File: src/rtl/fi_campaign_ctrl.sv
// Fault-injection campaign controller: one-entry word buffer in front of the
// 72-bit injector, tagging words for corruption against a latched budget/interval.
module fi_campaign_ctrl #(
   parameter int WIDTH = 72,
   parameter int CNT_W = 16,
   parameter int GAP_W = 8
) (
   input  logic             clk,
   input  logic             rst_n,
   input  logic             start,
   input  logic             abort,
   input  logic [1:0]       cfg_mode,
   input  logic [CNT_W-1:0] cfg_count,
   input  logic [GAP_W-1:0] cfg_interval,
   input  logic             in_valid,
   output logic             in_ready,
   input  logic [WIDTH-1:0] in_data,
   output logic [WIDTH-1:0] fi_word,
   output logic [1:0]       fi_control,
   input  logic [WIDTH-1:0] fi_result,
   output logic             out_valid,
   input  logic             out_ready,
   output logic [WIDTH-1:0] out_data,
   output logic             out_injected,
   output logic             busy,
   output logic             done,
   output logic [CNT_W-1:0] inj_count
);

   // Handshake: a word moves on any cycle where valid && ready; the buffer
   // can take a new word while it drains the held one in the same cycle.
   typedef enum logic [1:0] {
      ST_IDLE = 2'd0,
      ST_RUN  = 2'd1,
      ST_DONE = 2'd2
   } state_e;

   state_e             state_q, state_d;
   logic               full_q, full_d;
   logic               tag_q, tag_d;
   logic [WIDTH-1:0]   word_q, word_d;
   logic [1:0]         mode_q, mode_d;
   logic [CNT_W-1:0]   count_q, count_d;
   logic [GAP_W-1:0]   interval_q, interval_d;
   logic [CNT_W-1:0]   inj_q, inj_d;
   logic [GAP_W-1:0]   gap_q, gap_d;

   logic               ready_c;
   logic               accept;
   logic               drain;
   logic               tag_now;

   always_comb begin
      state_d    = state_q;
      full_d     = full_q;
      tag_d      = tag_q;
      word_d     = word_q;
      mode_d     = mode_q;
      count_d    = count_q;
      interval_d = interval_q;
      inj_d      = inj_q;
      gap_d      = gap_q;
      tag_now    = 1'b0;

      ready_c = !full_q || out_ready;
      accept  = in_valid && ready_c;
      drain   = full_q && out_ready;

      case (state_q)
         ST_IDLE: begin
            if (start) begin
               mode_d     = cfg_mode;
               count_d    = cfg_count;
               interval_d = cfg_interval;
               inj_d      = '0;
               gap_d      = '0;
               if (cfg_mode == 2'b00 || cfg_count == '0) begin
                  state_d = ST_DONE;
               end else begin
                  state_d = ST_RUN;
               end
            end
         end
         ST_RUN: begin
            // Only accepted words advance the interval; an abort blocks new tags.
            if (accept) begin
               if (!abort && gap_q == interval_q && inj_q < count_q) begin
                  tag_now = 1'b1;
                  inj_d   = inj_q + CNT_W'(1);
                  gap_d   = '0;
               end else if (gap_q != {GAP_W{1'b1}}) begin
                  gap_d = gap_q + GAP_W'(1);
               end
            end
            if (abort || (inj_q == count_q && !(full_q && tag_q))) begin
               state_d = ST_DONE;
            end
         end
         ST_DONE: begin
            state_d = ST_IDLE;
         end
         default: begin
            state_d = ST_IDLE;
         end
      endcase

      if (accept) begin
         full_d = 1'b1;
         word_d = in_data;
         tag_d  = tag_now;
      end else if (drain) begin
         full_d = 1'b0;
         tag_d  = 1'b0;
      end
   end

   always_ff @(posedge clk or negedge rst_n) begin
      if (!rst_n) begin
         state_q    <= ST_IDLE;
         full_q     <= 1'b0;
         tag_q      <= 1'b0;
         word_q     <= '0;
         mode_q     <= 2'b00;
         count_q    <= '0;
         interval_q <= '0;
         inj_q      <= '0;
         gap_q      <= '0;
      end else begin
         state_q    <= state_d;
         full_q     <= full_d;
         tag_q      <= tag_d;
         word_q     <= word_d;
         mode_q     <= mode_d;
         count_q    <= count_d;
         interval_q <= interval_d;
         inj_q      <= inj_d;
         gap_q      <= gap_d;
      end
   end

   assign in_ready     = ready_c;
   assign out_valid    = full_q;
   assign fi_word      = word_q;
   assign fi_control   = tag_q ? mode_q : 2'b00;
   assign out_injected = tag_q;
   assign out_data     = fi_result;
   assign busy         = (state_q == ST_RUN);
   assign done         = (state_q == ST_DONE);
   assign inj_count    = inj_q;

endmodule

File: config.mk
export PLATFORM = sky130hd
export DESIGN_NAME = fi_campaign_ctrl
export DESIGN_NICKNAME = d
export VERILOG_FILES = /design/src/rtl/fi_campaign_ctrl.sv
export SDC_FILE = /design/constraint.sdc
export NUM_CORES = 1
export LEC_CHECK = 0
export ABC_AREA = 1
export ABC_CLOCK_PERIOD_IN_PS = 2100
export CORE_MARGIN = 4
export CORE_UTILIZATION = 40
export DETAILED_ROUTE_END_ITERATION = 6
export PLACE_DENSITY_LB_ADDON = 0.1
export SLEW_MARGIN = 40
export SYNTH_ARGS = -nofsm -noshare
export SYNTH_HDL_FRONTEND = slang
export SYNTH_SLANG_ARGS = --single-unit
File: constraint.sdc
create_clock -name clk -period 2.1 [get_ports clk]
set_input_delay 0.63 -clock clk [delete_from_list [all_inputs] [get_ports clk]]
set_output_delay 0.63 -clock clk [all_outputs]
set_load 0.05 [all_outputs]
* Yosys cells after proc, flatten, opt, wreduce, memory -nomap -nowiden
Cells that the tools add are included.
Word-level totals: register bits after elaboration 126, bits of input ports 176, output and inout bits 167, word-level logic and storage cells 62
Cells by class: add/sub/neg operators 2, order comparisons 1, equal/unequal tests 10, mux-type cells 19, reduce and logical (&&, ||, !) cells 21
Operator list (count):
- 2-to-1 mux 16 bit | 3
- 2-to-1 mux 8 bit | 4
- one-hot mux 16 bit (2 select lines) | 1
- adder 16 x 1 -> 16 bit, second input constant | 1
- == test 16 bit | 1
- logical NOT 16 bit | 1
- < comparator 16 bit | 1
- one-hot mux 8 bit (2 select lines) | 1
- adder 8 x 1 -> 8 bit, second input constant | 1
- == test 8 bit | 1
- 2-to-1 mux 2 bit | 4
- != test 8 bit, second input constant | 1
- AND reduction 4 bit | 2
- logical AND 1 bit | 6
- != test 2 x 1 -> 1 bit, second input constant | 3
- 2-to-1 mux 1 bit | 5
- logical NOT 2 bit | 2
- one-hot mux 2 bit (2 select lines) | 1
- AND reduction 2 bit | 2
- nonzero test 2 bit | 2
- logical NOT 1 bit | 3
- logical OR 1 bit | 3
- != test 3 x 1 -> 1 bit, second input constant | 1
- == test 2 x 1 -> 1 bit, second input constant | 1
- 2 further kinds | 2

* Logic depth before layout (Yosys ltp)
word-level depth 6, depth in mapped cells 16, depth with buffers taken out 15

* Least setup slack after synthesis
Ideal clock, no wire load.
kind flip-flop to flip-flop, start reg full_q (netlist: out_valid), end reg word_q[14] (netlist: fi_word[14]), setup time 0.125 ns, data arrival time 2.024 ns, required time 1.975 ns, setup slack -0.048 ns, cell stages (with the launch flop) 6, path buffers 2, clock period less this slack 2.148 ns, cells stage by stage dfrtp_1 nand2_1 nand2_1 buf_2 buf_2 mux2_2
On the way: cells in the longest elaborated chain, start to end 3
RTL lines:
- start, declared | line 39 | logic full_q, full_d;
- start signal, assigned | line 130 | full_q <= full_d;
- logical NOT 1 bit | line 65 | ready_c = !full_q || out_ready;
- logical OR 1 bit | line 65
- named net in_ready | line 16 | output logic in_ready,
- logical AND 1 bit | line 66 | accept = in_valid && ready_c;
- end signal, assigned | line 132 | word_q <= word_d;
- end, declared | line 41 | logic [WIDTH-1:0] word_q, word_d;
The timed path passes the listed nets, and every way through them passes these cells. A chain may end at the register's enable or synchronous reset.

* Worst setup path after layout
start in out_ready, end out in_ready
On the way: cells in the longest elaborated chain, start to end 1
RTL lines:
- start, declared | line 22 | input logic out_ready,
- logical OR 1 bit | line 65
- end, declared | line 16
Every way passes these cells.

==> results.txt <==
* Crit path kind: in -> out
* Global-route total usage across every layer: 0.1885
- CTS Buf Count: 17
* Fraction of the cycle the final worst path needs: 0.9805
* Setup clock skew after layout: 0.005937 ns
* Post-synth design cell area: 6487 µm²
- The critical path goes through clkdlybuf4s50_1, inv_1, nand2_2, buf_12.
* FF-to-FF setup slack: 0.18 ns
* DP Worst Slack: -0.04810 ns
- On the critical path, the stage with the largest delay is an instance of sky130_fd_sc_hd__clkdlybuf4s50_1.
* Vias per cell: 4.818
- Area Growth Syn to Fin: 35.47%
* Post-synth top area cell: sky130_fd_sc_hd__dfrtp_1
* R2r startpoint: inj_count[3]
* Number of enable flip-flop cells after synthesis: 0
* Area contributors post-synth: sky130_fd_sc_hd__dfrtp_1 49%, sky130_fd_sc_hd__mux2_2 13%, sky130_fd_sc_hd__buf_4 8.7%
- First-pass iteration count of the detailed router: 4
- Type of destination of the critical path: output port
* Worst slew margin: 0.6899
- Clock-pin slew was measured on the worst setup and hold paths at 0.06 ns.
* Global-route wire length before repair: 27.05 mm
- Non-filler instance count after layout: 1027
* Clock period minus worst slack: 2.059 ns
* Number of inserted diodes: 0
- The worst path meets setup with 0.04095 ns of slack.
- The via count of the first global-routing pass came to 5301.
* Total power per unit cell area: 1055 nW/µm²
* # rows: 46
- Of the synthesized area, sequential elements account for 0.4860.
- Post-detailed-route wirelength per cell: 16.55 µm
- Outcome: finished clean
- CP startpoint kind: input port
- On the worst path, the slowest cell contributes a delay of 0.48 ns.
- Mean post-synth cell area: 10.09 µm²
- The placed instances occupy a cell area of 8190 µm².
* Largest fanout on the critical path: 4
- Yosys reg bits: 126
- Half-perimeter wire length after detailed placement: 13.26 mm
* Nets: 992
* Critical R2R Capture: inj_count[3]
- The number of pins with negative max-slew slack in the final report was 0.
- For the worst setup path, the data required time is 1.47 ns.
* Reg2Reg Depth: 14
- Global routing finished with a remaining overflow of 0.
* Util after Layout: 0.5532
* Iteration-0 DRC count of the detailed router: 130
- Post-layout power: 9.273 mW
* F_max: 485.7 MHz
* Distinct cell type count of the synthesized netlist: 34
- Data arrival at the endpoint of the critical path: 1.43 ns
- RSZ-0062 raised after global routing: false
- The initial antenna violation count was 0.
- Counting tap cells, the placed design contains a total of 996 instances.
- The clock passes through at most 2 buffers.
- Initial standard-cell utilization of the core: 0.4084
* Post-Route Hold Slack: 0.1111 ns
- Maximum number of pins on one net before global-route repair: 60
- Summed over all cells, the static leakage comes to 4.169 nW.
- Async set-or-reset flop fraction in the synthesized netlist: 1.000
- Number of cells produced by synthesis: 643
- Final setup fails: 0
* Library cell used as clock root buffer: sky130_fd_sc_hd__clkbuf_16
* Share of post-route cells with drive strength above 1: 0.3366
* Largest voltage drop on the vdd net: 0.6662 mV
* TritonCTS clock tree: done
- The floorplan step set the die height to 135.4 µm.
* Input/output buffers: 198
- I/O pin count: 343
- Latest clock arrival within the worst-skew pair: 0.41 ns
* Flip-flop cell with the highest count after synthesis: sky130_fd_sc_hd__dfrtp_1
- The H-tree was split into 4 levels.
- Once the clock tree was built, the setup fixing pass inserted 0 buffers.
* Pin slew with the least headroom to its limit: 0.4609 ns
- Core Box Area: 15890 µm²
- RD Place Congestion: 0.8218
- The count of nets left with antenna violations once routing finished came out at 0.
* Die outline width: 135.4 µm
- Endpoints failing hold: 0
- Wires add up to 16.99 mm.
- Full die area: 18320 µm²
- Synthesized netlist net count: 837
- Routed via count: 4948
* Clock sink total: 126
* Non-Filler Cell Area, Final: 8788 µm²
- Number of remaining DRC errors: 0
- The share of synthesized area in the top cell type comes to 0.4860.
- The min-delay analysis places its worst path in the category in -> async.
- Max Cap Violations: 0
* Synth Warn #: 0
* Post-Route Setup TNS: 0 ns
## kinds of logic after synthesis
| logic type | after synthesis | share of synthesized area |
|---|---|---|
| compound gates | 55 | 0.05130 |
| xor+xnor | 12 | 0.01620 |
| fa+ha+maj | 18 | 0.03472 |
| buf+inv | 151 | 0.1358 |
| flops | 126 | 0.4860 |
| mux | 73 | 0.1267 |
| simple gates | 208 | 0.1493 |
## placed cells by master (no fill, tap or decap), types with 5 or more instances in the layout
master                            netlist  routed
sky130_fd_sc_hd__clkdlybuf4s50_1        0     102
sky130_fd_sc_hd__nor2_2                 8       8
sky130_fd_sc_hd__o21ai_0                5       5
sky130_fd_sc_hd__o21ai_2               12      12
sky130_fd_sc_hd__inv_2                  5       5
sky130_fd_sc_hd__clkbuf_16              0      17
sky130_fd_sc_hd__nand2_2                6       8
sky130_fd_sc_hd__nand4_1               13      13
sky130_fd_sc_hd__a21oi_1               29      28
sky130_fd_sc_hd__nor2_1                43      42
sky130_fd_sc_hd__ha_1                  18      18
sky130_fd_sc_hd__buf_12                 0       9
sky130_fd_sc_hd__clkinv_4               0       5
sky130_fd_sc_hd__inv_1                 54      54
sky130_fd_sc_hd__nand3_1               25      25
sky130_fd_sc_hd__mux2_2                73      73
sky130_fd_sc_hd__xor2_1                11      11
sky130_fd_sc_hd__dfrtp_1              126     126
sky130_fd_sc_hd__buf_4                 75     117
sky130_fd_sc_hd__nand2_1               96      94
## layer usage
layer,up-vias,track usage,part of all wire
li1,2332,-,-
met1,2374,0.2053,0.39
met2,216,0.3119,0.48
met3,26,0.1059,0.12
met4,0,0.06159,0.015
met5,-,0,0
## worst max-delay path, delay by kind of cell
kind	cells	cell delay, ns
buffers and inverters	3	0.68
and+or+nand+nor	1	0.11
## worst max-delay path by stage
stage	from	endpoint	slack [ns]	cells after the start
after floorplan	inj_count[7]	inj_count[6]	0.04	11
after detailed placement	out_ready	gap_q[6]	-0.05	8
final	out_ready	in_ready	0.04	4
after CTS	out_ready	in_ready	0.04	4
after global routing	out_ready	in_ready	0.005	4
after global placement	cfg_count[12]	state_q[1]	-0.09	6
## what timing repair did
item	CTS	global route
hold buffers	0	0
gates resized for setup	0	3
setup endpoints to repair	1	8
pin swaps	0	0
## flip-flops by register name, indices dropped and copies added, names as in the netlist
signal / count
count_q: 16
fi_word: 72
gap_q: 8
inj_count: 16
interval_q: 8
mode_q: 2
out_injected: 1
out_valid: 1
state_q: 2
## report_power, final
| group | internal [mW] | leakage [nW] | switching (mW) |
|---|---|---|---|
| registers | 2.92 | 1.52 | 0.246 |
| logic | 1.17 | 2.37 | 2.01 |
| clock network | 1.82 | 0.287 | 1.11 |
| total | 5.90 | 4.17 | 3.37 |
## final cells by class
class                           count  area, µm²
Sequential cell                   126       3153
Clock inverter                     12      137.6
Clock buffer                       20      456.7
Tap cell                          216      270.3
Fill cell                        1409       7097
Timing Repair Buffer              228       2079
Multi-Input combinational cell    366       2470
Inverter                           59      221.5
## cell usage after synthesis (11+ instances only)
cell,count
sky130_fd_sc_hd__nand3_1,25
sky130_fd_sc_hd__o21ai_2,12
sky130_fd_sc_hd__nand4_1,13
sky130_fd_sc_hd__ha_1,18
sky130_fd_sc_hd__dfrtp_1,126
sky130_fd_sc_hd__nor2_1,43
sky130_fd_sc_hd__nand2_1,96
sky130_fd_sc_hd__inv_1,54
sky130_fd_sc_hd__mux2_2,73
sky130_fd_sc_hd__buf_4,75
sky130_fd_sc_hd__xor2_1,11
sky130_fd_sc_hd__a21oi_1,29
Power figures use the tool's default switching activity.
==> RTL change: new RTL, same settings <==
Reset style: synchronous (`rst_n`), changed in one clocked block.
--- a/src/rtl/fi_campaign_ctrl.sv
+++ b/src/rtl/fi_campaign_ctrl.sv
@@ -116,3 +116,3 @@
 
-   always_ff @(posedge clk or negedge rst_n) begin
+   always_ff @(posedge clk) begin
       if (!rst_n) begin
Formal check against the unedited RTL: differs if rst_n is asserted again (counterexample within 4 cycles, from zero or initial values and one cycle with rst_n low); with rst_n held inactive, the same outputs for 4 cycles.
==> RTL change against the original RTL <==
Routed wire length up 5.0%. Power down 22%. Synthesized area down 6.3%. Maximum frequency up 4.7%. Setup slack better by 0.093 ns. First-iteration DRC count up 150%. Largest cell class is now multi-input combinational cells. Cell area down 4.5%. Sequential cell count unchanged. Highest routed layer unchanged.
==> RTL change: results (changes against the original RTL) <==
metric	value	unit	change
grt_pass1_vias	5513		+4.0%
synth_compound_area_share	13.7	%	+8.6 points
synthTopCellsByArea	dfxtp_1 42%, nor2_1 13%, buf_4 9.1%		
cpMaxStageDelayCell	dfxtp_1		
synth_mux_area_share	0	%	-13 points
use_met2	33.7	%	+2.5 points
clock_skew	0.00813	ns	+0.00220 ns
place_area	0.00779	mm2	-4.8%
pwr-share-clk	39.3	%	+7.7 points
hold_path.class	register to register		
wl_per_cell	14.9	um	-10%
critPathMaxStageDelay	0.35	ns	-0.13 ns
grt_pass1_wl	28500	um	+5.4%
crit_fanout	8		+4
ir_worst_vdd	738	uV	+11%
comb_cell_power	1700	uW	-47%
status	complete, no violations		
powerDensity	863	mW/mm2	-18%
synth_common_cells	209 x nor2_1, 126 x dfxtp_1, 110 x o21ai_0		
grt.met3_usage	10.3	%	-0.30 points
vias	5608		+13%
place_hpwl	13400	um	+0.77%
drt-initial-drc-count	320		+150%
synthesis.nets	1045		+25%
syn_area_per_cell	7.14	um2	-29%
placed_cells	1166		+17%
async_flop_share	0	%	-100 points
cp_data_arrival_time	1.34	ns	-0.09 ns
cts_resized	1		+1
place_congestion	0.855		+4.0%
place_ws	-0.127	ns	-0.0786 ns
## RTL change: cell types whose count changed after synthesis, sizes merged, moves of 3 or more
cell    before  now
nor3         0    7
nand3       27   31
nor2        53  211
dfrtp      126    0
a21oi       29   48
nand2      103   95
nand3b       3    0
o21ai       21  112
dfxtp        0  126
clkbuf       6   29
mux2        73    0
inv         59   62
nand4       15    7
buf         86   83
## RTL change: path summary, 6_finish.rpt
check	start	endpoint	slack, ns
hold reg to reg	count_q[13]$_SDFFE_PN0P_	count_q[13]$_SDFFE_PN0P_	0.46
hold / removal	count_q[13]$_SDFFE_PN0P_	count_q[13]$_SDFFE_PN0P_	0.46
setup / recovery	state_q[0]$_SDFFE_PN0P_	busy	0.13
setup reg to reg	count_q[11]$_SDFFE_PN0P_	inj_count[6]$_SDFFE_PN0P_	0.20
## RTL change: cell type report
class	instances	area [um2]
clock inverters	11	108
inverters	62	233
well taps	184	230
repair buffers	243	2190
clock buffers	21	470
fillers	1443	6310
flip-flops and latches	126	2520
multi-input cells	551	2640
